[config.mk]
export PLATFORM = sky130hd
export DESIGN_NAME = clock_divider_ring_counter_ssd_flat
export DESIGN_NICKNAME = d
export VERILOG_FILES = /design/src/rtl/clock_divider_ring_counter_ssd_if.sv /design/src/rtl/clock_divider_ring_counter_ssd.sv /design/src/flat_wrapper.sv
export SDC_FILE = /design/constraint.sdc
export NUM_CORES = 1
export LEC_CHECK = 0
export CORE_MARGIN = 3
export CORE_UTILIZATION = 54
export CTS_CLUSTER_SIZE = 8
export DETAILED_ROUTE_END_ITERATION = 6
export PLACE_DENSITY = 0.88
export RECOVER_POWER = 100
export SLEW_MARGIN = 20
export SYNTH_ARGS = -nofsm -noshare
export SYNTH_HDL_FRONTEND = slang
export SYNTH_SLANG_ARGS = --single-unit
export TNS_END_PERCENT = 50
[constraint.sdc]
create_clock -name clk -period 6.9 [get_ports clk]
set_clock_uncertainty 0.15 [all_clocks]
set_input_delay 1.725 -clock clk [delete_from_list [all_inputs] [get_ports clk]]
set_output_delay 1.725 -clock clk [all_outputs]
set_load 0.05 [all_outputs]
[src/rtl/clock_divider_ring_counter_ssd_if.sv]
// Display-side signals of the four-digit seven-segment scanner.
// The controller drives H/L/digit; whoever owns the value drives Num.
interface clock_divider_ring_counter_ssd_if;
  logic [15:0] Num;
  logic [3:0]  H;
  logic [6:0]  L;
  logic [1:0]  digit;

  modport master (output Num, input H, L, digit);
  modport slave  (input Num, output H, L, digit);
endinterface

[src/rtl/clock_divider_ring_counter_ssd.sv]
// Multiplexed four-digit hex display driver.
// A divider enables a 2-bit ring index; anode and segment lines are registered every clk.
module clock_divider_ring_counter_ssd #(
  parameter int SCAN_DIV = 200000
) (
  input  logic clk,
  input  logic rst_n,
  clock_divider_ring_counter_ssd_if.slave bus
);

  localparam int CNT_W = (SCAN_DIV > 1) ? $clog2(SCAN_DIV) : 1;
  localparam logic [CNT_W-1:0] CNT_MAX = CNT_W'(SCAN_DIV - 1);

  logic [CNT_W-1:0] cnt_q, cnt_d;
  logic [1:0]       digit_q, digit_d;
  logic [3:0]       h_q, h_d;
  logic [6:0]       l_q, l_d;
  logic [3:0]       nibble;
  logic             scan_tick;

  // Active-low segments, bit order {g,f,e,d,c,b,a}.
  function automatic logic [6:0] hex_to_seg(input logic [3:0] v);
    logic [6:0] seg;
    case (v)
      4'h0: seg = 7'b1000000;
      4'h1: seg = 7'b1111001;
      4'h2: seg = 7'b0100100;
      4'h3: seg = 7'b0110000;
      4'h4: seg = 7'b0011001;
      4'h5: seg = 7'b0010010;
      4'h6: seg = 7'b0000010;
      4'h7: seg = 7'b1111000;
      4'h8: seg = 7'b0000000;
      4'h9: seg = 7'b0010000;
      4'hA: seg = 7'b0001000;
      4'hB: seg = 7'b0000011;
      4'hC: seg = 7'b1000110;
      4'hD: seg = 7'b0100001;
      4'hE: seg = 7'b0000110;
      default: seg = 7'b0001110;
    endcase
    return seg;
  endfunction

  // H/L follow the pre-edge index, so they trail a digit change by one clk.
  always_comb begin
    scan_tick = (cnt_q == CNT_MAX);
    cnt_d     = scan_tick ? '0 : cnt_q + CNT_W'(1);
    digit_d   = scan_tick ? digit_q + 2'd1 : digit_q;
    h_d       = 4'b0111;
    nibble    = bus.Num[15:12];
    case (digit_q)
      2'd0: begin h_d = 4'b0111; nibble = bus.Num[15:12]; end
      2'd1: begin h_d = 4'b1011; nibble = bus.Num[11:8];  end
      2'd2: begin h_d = 4'b1101; nibble = bus.Num[7:4];   end
      default: begin h_d = 4'b1110; nibble = bus.Num[3:0]; end
    endcase
    l_d = hex_to_seg(nibble);
  end

  always_ff @(posedge clk) begin
    if (!rst_n) begin
      cnt_q   <= '0;
      digit_q <= 2'd0;
      h_q     <= 4'b1111;
      l_q     <= 7'b1111111;
    end else begin
      cnt_q   <= cnt_d;
      digit_q <= digit_d;
      h_q     <= h_d;
      l_q     <= l_d;
    end
  end

  assign bus.H     = h_q;
  assign bus.L     = l_q;
  assign bus.digit = digit_q;

endmodule

[src/flat_wrapper.sv]
// flat-port wrapper written by rule: the top's interface ports become plain ports
module clock_divider_ring_counter_ssd_flat 
#(
  parameter int SCAN_DIV = 200000
)
  (clk, rst_n, bus_Num, bus_H, bus_L, bus_digit);
  clock_divider_ring_counter_ssd_if bus_i ();
  input  logic clk;
  input  logic rst_n;
  input wire logic [$bits(bus_i.Num)-1:0] bus_Num;
  output wire logic [$bits(bus_i.H)-1:0] bus_H;
  output wire logic [$bits(bus_i.L)-1:0] bus_L;
  output wire logic [$bits(bus_i.digit)-1:0] bus_digit;
  assign bus_i.Num = bus_Num;
  assign bus_H = bus_i.H;
  assign bus_L = bus_i.L;
  assign bus_digit = bus_i.digit;
  clock_divider_ring_counter_ssd #(.SCAN_DIV(SCAN_DIV)) u_core (.clk(clk), .rst_n(rst_n), .bus(bus_i));
endmodule
==> results.yml <==
clocking:
  cts_resized: 0
  cts_max_path_buffers: 2
  clkSinkCount: 31
  htree_num_levels: 2
  cts_buffers: 5
  clk_latency_ns: 0.33
  cts_tree: "done"
  hold_buffers: 0
  post_cts_buffers: 0
  clkSlewWorstSetupHoldPaths_ns: 0.10
  cts_root_buf: "clkbuf_4"
global_routing:
  grt_max_degree: 19
  gr-total-overflow: 0
  grt_pass1_vias: 1440
  antenna_found_initial: 0
  grt_pass1_wl_mm: 6.17
  grtUsageTotal: 0.230
timing:
  finalSetupTns_ns: 0
  relSlewSlack: -0.198
  period_minus_slack_ns: 3.83
  drv_slew: 19
  hold_viol: 0
  worst_pin_slew_ns: 1.78
  rsz0062_at_grt: "false"
  setup-violations-final: 0
  fmax_ghz: 0.261
  finalCritPeriodShare: 0.555
pwr:
  ir_drop_v: 0.000182
  p_per_area_nw_per_um2: 186
  finalPower_uw: 361
  leakagePower_nw: 0.691
drt:
  top_layer: "met4"
  wl_per_cell_um: 15.9
  drc_errors: 0
  dr.first_iter.drc_count: 79
  drt_wl_total_mm: 3.75
  drt-pass1-iter-count: 4
  postRouteAntennaNets: 0
  wl_met1_mm: 1.45
  avgViaCountPerCell: 6.07
  dr_total_vias: 1432
  met3_length_um: 338
  met2WireLength_mm: 1.86
final_layout:
  finalNetCount: 234
  syn_to_final_growth_pct: 23.5
  diodes: 0
  layout-drive-gt1-share: 0.0583
  final_common_cell: "dfxtp_1"
  layout_common_cells: "31 x dfxtp_1, 19 x nor2_1, 15 x clkdlybuf4s50_1, 15 x dlygate4sd3_1, 14 x nand2_1"
min_path:
  min_to: "u_core.cnt_q[0]"
  hold_path_depth: 1
  hold_start: "u_core.cnt_q[0]"
  hold_path_class: "flop to flop"
synth:
  synth_compound_area_frac: 0.143
  ys_ff_latch: 31
  ys_warn_count: 0
  synthesis.area_sq_um: 1570
  seq_area_frac_synth: 0.395
  synth_xor_area_frac: 0.0781
  synth_cell_types: 43
  syn_nets: 200
  synthMuxAreaShare: 0.0398
  avgSynthCellArea_sq_um: 9.18
  synth_ff_type: "dfxtp_1"
  synth_cells: 171
  synth_top_family_by_area: "simple AND/OR/NAND/NOR gates"
  async_flop_share: 0
  synth_edf_count: 0
  synthSimpleGateAreaFrac: 0.218
  synthAdderAreaFrac: 0.0876
worst_setup_path:
  crit_fanout: 5
  timing.rr.start: "u_core.cnt_q[14]"
  worstSetupStartpointType: "input port"
  rr_endpoint: "u_core.cnt_q[14]"
  reg2regPathDepth: 4
  required_ns: 6.94
  path_class: "input port to flop"
  crit_arrival_ns: 3.87
  r2r_slack_ns: 3.60
  cp-end-kind: "flop"
die:
  die_width_um: 59.9
  std_cell_rows: 18
  ios: 31
  die-area_sq_um: 3590
  die_h_um: 59.9
  core_sq_um: 2610
  initial_core_util: 0.601
run:
  maxCapViolCount: 1
outcome:
  status: "complete, but fails checks"
  violations: "capacitance limit, slew limit"
placed_design:
  place_congestion: 0.860
  hpwl_mm: 2.83
  io_buffers: 30
==> cells in the mapped netlist, types with 2 or more instances <==
master	number	area (sq um)
o221ai_1	2	17.5
nand2_1	14	52.6
xor2_1	2	17.5
or4_1	2	15.0
ha_1	11	138
nor3_1	4	20.0
dfxtp_1	31	621
a21oi_1	8	40.0
nand3_1	9	45.0
a31oi_1	2	12.5
mux2i_1	4	40.0
or3_1	2	12.5
nor2b_1	2	12.5
mux2_2	2	22.5
o21ai_0	5	25.0
nor4_1	3	18.8
xnor2_1	12	105
inv_1	10	37.5
a222oi_1	3	30.0
nor2_1	19	71.3
clkbuf_1	2	7.51
==> layout make-up <==
class                           count  area [sq um]
Clock buffer                        8          68.8
Fill cell                         215           673
Inverter                           11          41.3
Multi-Input combinational cell    126           871
Sequential cell                    31           621
Tap cell                           30          37.5
Timing Repair Buffer               30           300
==> kinds of logic after synthesis <==
kind of cell / Yosys count
and+or+nand+nor: 64
AOI/OAI and AO/OA: 31
DFF: 31
xor gates and xnor gates: 14
buffers and inverters: 14
adders and majority gates: 11
muxes: 6
==> metal layers <==
layer,global-route usage,up-vias
met4,0.0886,0
met5,0,-
met3,0.0734,15
li1,-,688
met2,0.437,72
met1,0.228,657
==> worst max-delay path, stage by stage <==
cell and delay, ns:
dlygate4sd3_1 0.53, a222oi_1 0.09, a21oi_1 0.37, inv_1 0.18
ha_1 0.35, a211oi_1 0.05, a2111oi_0 0.49, a41oi_1 0.09
==> sequential cells by signal (all words and copies together) (netlist names) <==
signal	flops
u_core.bus.H	4
u_core.bus.L	7
u_core.bus.digit	2
u_core.cnt_q	18
==> stage by stage <==
stage	std cells	hold WS [ns]	setup slack [ns]	instance area [sq um]	util
6_report	236	0.309	3.07	1940	0.742
5_1_grt	236	0.344	2.94	1940	0.742
4_1_cts	236	0.312	3.19	1960	0.750
3_5_place_dp	228	0.297	2.84	1890	0.723
3_3_place_gp	228	0.277	2.99	1890	0.723
2_1_floorplan	171	0.267	3.58	1570	-
==> power breakdown <==
group,switching (mW),internal [mW]
registers,0.00203,0.184
clock network,0.0618,0.0599
logic,0.0314,0.0216
total,0.0953,0.266
==> worst max-delay path by stage <==
stage	end	startpoint	slack, ns	depth (start not counted)
6_report	u_core.bus.L[3]	bus_Num[8]	3.07	8
5_1_grt	u_core.bus.L[3]	bus_Num[8]	2.94	8
4_1_cts	u_core.bus.L[3]	bus_Num[8]	3.19	8
3_5_place_dp	u_core.bus.L[3]	bus_Num[8]	2.84	8
3_3_place_gp	u_core.bus.L[3]	bus_Num[8]	2.99	8
2_1_floorplan	u_core.bus.L[0]	bus_Num[8]	3.58	6
(Power assumes the default switching activity.)
